--- src/rtl/wb_host_master.sv ---
// -----------------------------------------------------------------------------
// wb_host_master
//
// Wishbone classic single-transfer initiator. Each request accepted on the
// valid/ready request port becomes exactly one Wishbone cycle. Its result comes
// back on the valid/ready response port. A watchdog ends a cycle that the
// slave never acknowledges, and flags it with rsp_err.
//
// Handshake semantics (both request and response ports): a transfer happens
// on a rising clk edge where valid and ready are both 1. A producer holds
// valid and its payload stable until that edge. Ready never depends
// combinationally on valid, because every output here is a register.
//
// Ports
//   clk        clock, rising-edge
//   rst        asynchronous active-low reset
//   req_valid / req_ready / req_we / req_adr / req_dat   request channel
//   rsp_valid / rsp_ready / rsp_dat / rsp_err            response channel
//   wb_adr_o / wb_dat_o / wb_we_o / wb_stb_o / wb_cyc_o  Wishbone outputs
//   wb_dat_i / wb_ack_i                                  Wishbone inputs
//   busy       high while in BUS or RESP
//   dbg_state  current FSM state (0 IDLE, 1 BUS, 2 RESP)
// -----------------------------------------------------------------------------
module wb_host_master #(
    parameter int DATA_WIDTH = 32,
    parameter int ADDR_WIDTH = 10,
    parameter int TIMEOUT    = 255
) (
    input  logic                  clk,
    input  logic                  rst,
    input  logic                  req_valid,
    output logic                  req_ready,
    input  logic                  req_we,
    input  logic [ADDR_WIDTH-1:0] req_adr,
    input  logic [DATA_WIDTH-1:0] req_dat,
    output logic                  rsp_valid,
    input  logic                  rsp_ready,
    output logic [DATA_WIDTH-1:0] rsp_dat,
    output logic                  rsp_err,
    output logic [ADDR_WIDTH-1:0] wb_adr_o,
    output logic [DATA_WIDTH-1:0] wb_dat_o,
    output logic                  wb_we_o,
    output logic                  wb_stb_o,
    output logic                  wb_cyc_o,
    input  logic [DATA_WIDTH-1:0] wb_dat_i,
    input  logic                  wb_ack_i,
    output logic                  busy,
    output logic [1:0]            dbg_state
);

    // A zero TIMEOUT disables the watchdog. The counter then only needs one bit,
    // and it saturates instead of wrapping.
    localparam int CW = (TIMEOUT > 0) ? $clog2(TIMEOUT + 1) : 1;
    localparam logic [CW-1:0] CNT_LAST = (TIMEOUT > 0) ? CW'(TIMEOUT - 1) : '0;
    localparam logic [CW-1:0] CNT_MAX  = '1;

    typedef enum logic [1:0] {
        IDLE = 2'd0,
        BUS  = 2'd1,
        RESP = 2'd2
    } state_t;

    state_t                state, state_nxt;
    logic [CW-1:0]         cnt, cnt_nxt;
    logic                  req_ready_nxt;
    logic                  rsp_valid_nxt;
    logic [DATA_WIDTH-1:0] rsp_dat_nxt;
    logic                  rsp_err_nxt;
    logic [ADDR_WIDTH-1:0] wb_adr_nxt;
    logic [DATA_WIDTH-1:0] wb_dat_nxt;
    logic                  wb_we_nxt;
    logic                  wb_stb_nxt;
    logic                  wb_cyc_nxt;
    logic                  busy_nxt;
    logic                  timeout_hit;

    assign dbg_state   = state;
    assign timeout_hit = (TIMEOUT != 0) && (cnt == CNT_LAST);

    always_ff @(posedge clk or negedge rst) begin
        if (!rst) begin
            state     <= IDLE;
            cnt       <= '0;
            req_ready <= 1'b1;
            rsp_valid <= 1'b0;
            rsp_dat   <= '0;
            rsp_err   <= 1'b0;
            wb_adr_o  <= '0;
            wb_dat_o  <= '0;
            wb_we_o   <= 1'b0;
            wb_stb_o  <= 1'b0;
            wb_cyc_o  <= 1'b0;
            busy      <= 1'b0;
        end else begin
            state     <= state_nxt;
            cnt       <= cnt_nxt;
            req_ready <= req_ready_nxt;
            rsp_valid <= rsp_valid_nxt;
            rsp_dat   <= rsp_dat_nxt;
            rsp_err   <= rsp_err_nxt;
            wb_adr_o  <= wb_adr_nxt;
            wb_dat_o  <= wb_dat_nxt;
            wb_we_o   <= wb_we_nxt;
            wb_stb_o  <= wb_stb_nxt;
            wb_cyc_o  <= wb_cyc_nxt;
            busy      <= busy_nxt;
        end
    end

    always_comb begin
        // By default every register holds its value. That gives the required
        // stability of the bus signals in BUS and of the response in RESP.
        state_nxt     = state;
        cnt_nxt       = cnt;
        req_ready_nxt = req_ready;
        rsp_valid_nxt = rsp_valid;
        rsp_dat_nxt   = rsp_dat;
        rsp_err_nxt   = rsp_err;
        wb_adr_nxt    = wb_adr_o;
        wb_dat_nxt    = wb_dat_o;
        wb_we_nxt     = wb_we_o;
        wb_stb_nxt    = wb_stb_o;
        wb_cyc_nxt    = wb_cyc_o;
        busy_nxt      = busy;

        case (state)
            IDLE: begin
                if (req_valid) begin
                    wb_adr_nxt    = req_adr;
                    wb_dat_nxt    = req_dat;
                    wb_we_nxt     = req_we;
                    wb_cyc_nxt    = 1'b1;
                    wb_stb_nxt    = 1'b1;
                    req_ready_nxt = 1'b0;
                    busy_nxt      = 1'b1;
                    cnt_nxt       = '0;
                    state_nxt     = BUS;
                end
            end

            BUS: begin
                if (cnt != CNT_MAX) begin
                    cnt_nxt = cnt + 1'b1;
                end
                // Ack is checked first, so an ack on the watchdog's last
                // cycle still completes the transfer without an error.
                if (wb_ack_i) begin
                    wb_cyc_nxt    = 1'b0;
                    wb_stb_nxt    = 1'b0;
                    wb_we_nxt     = 1'b0;
                    rsp_dat_nxt   = wb_we_o ? '0 : wb_dat_i;
                    rsp_err_nxt   = 1'b0;
                    rsp_valid_nxt = 1'b1;
                    state_nxt     = RESP;
                end else if (timeout_hit) begin
                    wb_cyc_nxt    = 1'b0;
                    wb_stb_nxt    = 1'b0;
                    wb_we_nxt     = 1'b0;
                    rsp_dat_nxt   = '0;
                    rsp_err_nxt   = 1'b1;
                    rsp_valid_nxt = 1'b1;
                    state_nxt     = RESP;
                end
            end

            RESP: begin
                // wb_ack_i is not looked at here. A lingering ack from the
                // slave therefore cannot start or end anything.
                if (rsp_ready) begin
                    rsp_valid_nxt = 1'b0;
                    rsp_err_nxt   = 1'b0;
                    rsp_dat_nxt   = '0;
                    req_ready_nxt = 1'b1;
                    busy_nxt      = 1'b0;
                    state_nxt     = IDLE;
                end
            end

            default: begin
                state_nxt     = IDLE;
                req_ready_nxt = 1'b1;
                rsp_valid_nxt = 1'b0;
                rsp_err_nxt   = 1'b0;
                wb_cyc_nxt    = 1'b0;
                wb_stb_nxt    = 1'b0;
                wb_we_nxt     = 1'b0;
                busy_nxt      = 1'b0;
            end
        endcase
    end

endmodule

--- config.mk ---
export PLATFORM = sky130hd
export DESIGN_NAME = wb_host_master
export DESIGN_NICKNAME = d
export VERILOG_FILES = /design/src/rtl/wb_host_master.sv
export SDC_FILE = /design/constraint.sdc
export NUM_CORES = 1
export LEC_CHECK = 0
export CAP_MARGIN = 10
export CORE_MARGIN = 4
export CORE_UTILIZATION = 45
export CTS_CLUSTER_SIZE = 20
export DETAILED_ROUTE_END_ITERATION = 6
export PLACE_DENSITY = 0.86
export SLEW_MARGIN = 20
export SYNTH_ARGS = -nofsm -noshare
export SYNTH_HDL_FRONTEND = slang
export SYNTH_SLANG_ARGS = --single-unit
--- constraint.sdc ---
create_clock -name clk -period 4.6 [get_ports clk]
set_input_delay 0.46 -clock clk [delete_from_list [all_inputs] [get_ports clk]]
set_output_delay 0.46 -clock clk [all_outputs]
set_load 0.005 [all_outputs]
==> results.txt, run 1 <==
yosys synthesis warning count - 0
width of the die - 97.53 um
clock latency reported for the late side of the worst-skew pair - 0.35 ns
number of nets produced by synthesis - 339
gr ovfl total - 0
maximum achievable frequency - 405.2 MHz
CTS buffer count - 9
violation count after the first detailed-routing iteration - 124
combined area of all synthesized cells - 3607 um2
met2 track demand over resource - 30.36%
number of unique standard cell types used by synthesis - 39
maximum number of pins on one net before global-route repair - 91
kind of end point of the critical path - flop
Final Hold Fails - 0
dominant synthesized flop cell - sky130_fd_sc_hd__dfrtp_1
data arrival at the endpoint of the critical path - 2.70 ns
number of ports placed on the die boundary - 163
Slew @ Worst Pin - 0.8190 ns
quantity of I/O buffers inserted on ports - 162
final clock period utilization by the worst path - 53.64%
library cell used as clock root buffer - sky130_fd_sc_hd__clkbuf_8
antenna cells - 0
number of enable flip-flop cells after synthesis - 0
global-route wire length before repair - 14.44 mm
HPWL after detailed placement - 6.472 mm
die height - 97.53 um
type of origin of the critical path - input port
overall power - 3.255 mW
leakage power figure - 2.294 nW
fill cell total of the finished layout - 545
Required @ worst endpoint - 4.83 ns
number of remaining DRC errors - 0
synth-to-layout area growth - 50.29%
Post-Route WL - 8.838 mm
number of antenna violations at the first check in global routing - 0
category of the critical setup timing path - in -> reg
area enclosed by the die boundary - 9512 um2
fraction of final layout cells with drive strength greater than 1 - 16.31%
Seq/Total Area, Yosys - 62.47%
final clock skew - 0.01295 ns
placed instance area - 5236 um2
placeable core area - 7767 um2
count of nets after finishing - 494
routability-driven placement congestion ratio - 0.7656
number of post-CTS setup repair buffers - 0
Power per Cell Area - 600.4 nW/um2
worst-case clock buffer depth - 2
clock tree from TritonCTS - yes
shortest clock period the worst path allows after layout - 2.468 ns
unrepaired setup endpoints after global routing - false
headroom to the max-slew limit - 45.28%
global routing's busiest layer - met2
count of pins over their slew limit - 0
peak supply drop - 0.3451 mV
Setup-failing EPs final - 0
gate count after technology mapping - 257
Synth async-reset ratio - 100.0%
Setup TNS - 0 ns
CTS Sinks - 90
HP Class - in -> async
post-DR vias/cell - 5.293
global-route usage over all layers - 18.88%
post-route ant nets - 0
Mean Syn Cell Area - 14.04 um2
final design utilization - 69.80%
# hold bufs at CTS - 0
effective utilization at floorplan - 46.44%
number of H-tree branching levels - 3
worst setup timing slack at the placement stage - 1.759 ns
GR Layer Usage met1 - 23.74%
outcome - completed
Resized cells post-CTS - 0
number of violations of the max-capacitance limit - 0
GR Util met3 - 7.609%
standard-cell row count - 32
via count of the first global-routing pass - 2868
Final Worst Setup Slack - 2.132 ns
register bit total from synthesis - 90
Max FO, Critical Path - 28
total iterations of the first detailed-routing run - 4
total vias in the final route - 2747
final instance area - 5421 um2
post-CTS clock slew at the launch and capture registers of the worst setup and hold paths - 0.08 ns
DR WL/cell - 17.03 um
==> sequential cells by signal (all words and copies together), names as in the netlist <==
signal	count
busy	1
wb_we_o	1
wb_adr_o	10
wb_cyc_o	1
wb_dat_o	32
rsp_err	1
req_ready	1
rsp_dat	32
rsp_valid	1
cnt	8
dbg_state	2
==> report_power, final <==
part	switching [mW]	internal, mW	leakage (nW)	total, mW
logic	0.481	0.945	1.11	1.43
registers	0.218	1.13	1.11	1.34
clock network	0.272	0.213	0.0782	0.485
==> routing by layer <==
metal  wire (um)  vias to the layer above
met2        4254                      128
met1        3627                     1355
met3         853                        8
li1            -                     1256
met5           0                        -
met4         102                        0
==> synthesized netlist by cell type (2+ instances only) <==
master | n | area, um2
sky130_fd_sc_hd__a211oi_1 | 2 | 15.01
sky130_fd_sc_hd__a21o_1 | 2 | 15.01
sky130_fd_sc_hd__a21oi_1 | 3 | 15.01
sky130_fd_sc_hd__a22o_1 | 33 | 289.0
sky130_fd_sc_hd__and3_1 | 2 | 12.51
sky130_fd_sc_hd__buf_2 | 7 | 35.03
sky130_fd_sc_hd__buf_4 | 6 | 45.04
sky130_fd_sc_hd__buf_6 | 4 | 45.04
sky130_fd_sc_hd__clkbuf_1 | 2 | 7.510
sky130_fd_sc_hd__dfrtp_1 | 89 | 2227
sky130_fd_sc_hd__ha_1 | 2 | 25.02
sky130_fd_sc_hd__inv_1 | 7 | 26.28
sky130_fd_sc_hd__mux2_2 | 42 | 473.0
sky130_fd_sc_hd__nand2_1 | 6 | 22.52
sky130_fd_sc_hd__nand2b_1 | 3 | 18.77
sky130_fd_sc_hd__nand3_1 | 4 | 20.02
sky130_fd_sc_hd__nand4_1 | 4 | 25.02
sky130_fd_sc_hd__nor2_1 | 7 | 26.28
sky130_fd_sc_hd__nor3_1 | 3 | 15.01
sky130_fd_sc_hd__o21ai_0 | 6 | 30.03
sky130_fd_sc_hd__o22ai_1 | 2 | 12.51
sky130_fd_sc_hd__o31ai_1 | 3 | 22.52
sky130_fd_sc_hd__o32ai_1 | 2 | 17.52
==> cell usage in the layout, fill, tap and decap left out, types with 6 or more instances in the layout <==
| cell | n |
|---|---|
| sky130_fd_sc_hd__dfrtp_1 | 89 |
| sky130_fd_sc_hd__nand2_1 | 6 |
| sky130_fd_sc_hd__clkbuf_8 | 10 |
| sky130_fd_sc_hd__a22o_1 | 33 |
| sky130_fd_sc_hd__nor2_1 | 7 |
| sky130_fd_sc_hd__o21ai_0 | 6 |
| sky130_fd_sc_hd__clkdlybuf4s50_1 | 161 |
| sky130_fd_sc_hd__inv_1 | 7 |
| sky130_fd_sc_hd__mux2_2 | 42 |
==> through the flow <==
step,hold slack (ns),std cells
after global routing,0.2005,519
after CTS,0.3512,519
after detailed placement,0.4827,503
after global placement,0.4824,503
after floorplan,0.1644,257
final,0.1476,519
==> worst max-delay path, cell delays in order <==
cell,delay (ns)
sky130_fd_sc_hd__clkdlybuf4s50_1,0.51
sky130_fd_sc_hd__nor2b_2,0.26
sky130_fd_sc_hd__nor2b_4,0.69
sky130_fd_sc_hd__buf_4,0.39
sky130_fd_sc_hd__mux2_2,0.37
==> kinds of logic (layout without fill, tap and decap cells) <==
| group | count (synthesis) | after routing | synth area share, % |
|---|---|---|---|
| AOI/OAI and AO/OA | 61 | 61 | 13.70 |
| xor gates and xnor gates | 1 | 1 | 0.2428 |
| adders and majority gates | 2 | 2 | 0.6936 |
| buffers and inverters | 26 | 186 | 4.405 |
| DFF | 90 | 90 | 62.47 |
| muxes | 43 | 43 | 13.39 |
| and+or+nand+nor | 34 | 34 | 5.099 |
==> area by class of cell <==
type                            instances  area (um2)  share of cell area, %
Sequential cell                        90        2253                  41.56
Timing Repair Buffer                  163        1630                  30.07
Clock buffer                           11       141.4                  2.608
Inverter                                7       26.28                 0.4847
Tap cell                              102       127.6                  2.354
Multi-Input combinational cell        141        1204                  22.20
Clock inverter                          5       38.79                 0.7154
==> path summary, 6_finish.rpt <==
kind | start | to | slack (ns) | cells past startpoint
setup / recovery | req_valid | wb_dat_o[20] | 2.13 | 5
hold / removal | rst | wb_dat_o[17] | 0.15 | 1
setup reg to reg | dbg_state[1] | wb_dat_o[20] | 2.21 | 4
hold reg to reg | rsp_dat[12] | rsp_dat[12] | 0.51 | 1
max in group asynchronous | rst | rsp_dat[22] | 3.89 | 1
min in group clk | rsp_dat[12] | rsp_dat[12] | 0.51 | 1
(Power assumes the default switching activity.)
==> run 2: changes to the inputs <==
CORE_UTILIZATION = 37   (was 45)
PLACE_DENSITY = 0.75   (was 0.86)
clock period = 2.1 ns   (was 4.6 ns; I/O delays follow)
==> run 2 against run 1 <==
  * Routed wire length grew 5.6%
  * Sequential share of layout area decreased by 0.98 points
  * Clock-buffer cell count stayed put
  * Die area grew 20%
  * Clock skew shrank 0.00076 ns
  * Cell count increased by 6.6%
  * Sequential power rose by 120%
  * Worst hold slack gained 0.27 ns
  * Setup slack worse by 1.9 ns
  * First-iteration DRC count shrank 15%
  * Critical endpoint is now rsp_dat[7]
  * Largest power group unchanged
==> results.txt, run 2 (same netlist as run 1, synthesis figures left out) <==
HP Class - in -> async
standard-cell row count - 35
category of the critical setup timing path - reg -> reg
number of antenna violations at the first check in global routing - 0
Slew @ Worst Pin - 0.7314 ns
Final Hold Fails - 0
Power per Cell Area - 1319 nW/um2
width of the die - 106.7 um
number of remaining DRC errors - 0
count of pins over their slew limit - 0
leakage power figure - 2.346 nW
number of ports placed on the die boundary - 163
combinational share of power - 44.4%
post-DR vias/cell - 5.014
kind of end point of the critical path - flop
total buffers and inverters traversed by the critical path - 1
gr ovfl total - 0
unrepaired setup endpoints after global routing - false
Reg area - 2253 um2
number of violations of the max-capacitance limit - 0
synth-to-layout area growth - 53.94%
final clock skew - 0.01218 ns
effective utilization at floorplan - 38.49%
tightest hold margin - 0.4216 ns
routability-driven placement congestion ratio - 0.7297
clock latency reported for the late side of the worst-skew pair - 0.35 ns
DR WL/cell - 16.88 um
beginning of the worst register-to-register path - dbg_state[1]
outcome - completed
biggest regs - rsp_dat x32, wb_dat_o x32, wb_adr_o x10
cells along the critical path - inv_1 -> nor3_1 -> a21oi_4 -> a22o_1
total vias in the final route - 2773
worst stage delay on the critical path - 0.62 ns
type of origin of the critical path - flop
area enclosed by the die boundary - 11390 um2
data arrival at the endpoint of the critical path - 2.14 ns
fill cell total of the finished layout - 787
Setup-failing EPs final - 0
most common library cell in the layout ignoring fill and taps - sky130_fd_sc_hd__clkdlybuf4s50_1
sequential cell fraction of total power - 39.6%
R2R Path End - rsp_dat[7]
via count of the first global-routing pass - 2876
Setup TNS - 0 ns
antenna cells - 0
number of post-CTS setup repair buffers - 0
final design utilization - 59.25%
total iterations of the first detailed-routing run - 4
post-route ant nets - 0
shortest clock period the worst path allows after layout - 1.901 ns
switching portion of total power - 29.69%
CTS Sinks - 90
Max FO, Critical Path - 16
die height - 106.7 um
cell-internal power - 5.151 mW
total area of multi-input combinational cells - 1219 um2
violation count after the first detailed-routing iteration - 105
library cell used as clock root buffer - sky130_fd_sc_hd__clkbuf_8
number of H-tree branching levels - 3
maximum number of pins on one net before global-route repair - 91
maximum achievable frequency - 526.1 MHz
CP max stage cell - sky130_fd_sc_hd__nor3_1
leading cell types in the layout, fill and taps excluded - sky130_fd_sc_hd__clkdlybuf4s50_1 (161), sky130_fd_sc_hd__dfrtp_1 (89), sky130_fd_sc_hd__mux2_2 (42)
cell type group with the largest total delay on the critical path - simple AND/OR/NAND/NOR gates
part of the power in the clock network - 16.0%
fraction of final layout cells with drive strength greater than 1 - 16.98%
CTS buffer count - 9
headroom to the max-slew limit - 50.86%
global-route usage over all layers - 15.77%
peak supply drop - 0.5963 mV
final clock period utilization by the worst path - 90.52%
net switching power figure - 2.175 mW
reg-to-reg setup timing slack - 0.20 ns
worst-case clock buffer depth - 2
clock tree from TritonCTS - yes
overall power - 7.326 mW
count of nets after finishing - 501
Required @ worst endpoint - 2.33 ns
HPWL after detailed placement - 6.487 mm
quantity of I/O buffers inserted on ports - 162
global-route wire length before repair - 14.27 mm
placeable core area - 9371 um2
Post-Route WL - 9.332 mm
depth of the most critical reg-to-reg path - 4
post-CTS clock slew at the launch and capture registers of the worst setup and hold paths - 0.09 ns
[run 2: what timing repair did]
item                       in CTS  in global routing
hold buffers                    1                  0
hold endpoints to repair       89                  0
setup endpoints to repair       0                 20
resized for setup               0                  1
[run 2: worst max path at each step]
stage                             from  cells after the start          end  slack [ns]
after floorplan           dbg_state[1]                      5  wb_adr_o[7]        0.56
after global placement          cnt[0]                      5   rsp_dat[5]        0.21
after detailed placement        cnt[0]                      5   rsp_dat[0]        0.10
after CTS                       cnt[0]                      5   rsp_dat[0]        0.08
after global routing      dbg_state[1]                      4   rsp_dat[1]        0.06
final                     dbg_state[1]                      4   rsp_dat[7]        0.20
[run 2: power by group through the flow]
stage	registers, mW	clock network, mW	logic (mW)
after detailed placement	2.94	0	3.25
after global routing	3.01	1.29	3.48
after global placement	2.91	0	3.18
final	2.90	1.17	3.25
after floorplan	2.93	0	1.37
after CTS	2.91	1.21	3.27
[run 2: through the flow]
step                instance area (um2)  setup slack (ns)  std cells
floorplan                          3607            0.5638        257
global placement                   5333            0.2079        535
detailed placement                 5333            0.1028        535
CTS                                5537           0.08398        552
global route                       5553           0.05648        553
finish                             5553            0.1991        553
[run 2: routing by layer]
metal	GRT usage, %	vias to the layer above	part of all wire [%]
met5	0	-	0
met4	5.388	0	1.4
met3	5.057	11	8.4
met2	25.85	124	48
met1	19.70	1373	42
li1	-	1265	-
[run 2: worst min-delay path, delay by kind of cell]
family / cells / cell delay, ns
buf+inv: 3 / 1.00
[run 2: final cells by class]
cell class	count	area share [%]
Timing Repair Buffer	169	30.60
Multi-Input combinational cell	142	21.95
Clock buffer	11	2.366
Clock inverter	5	1.127
Tap cell	129	2.907
Inverter	7	0.4732
Sequential cell	90	40.58
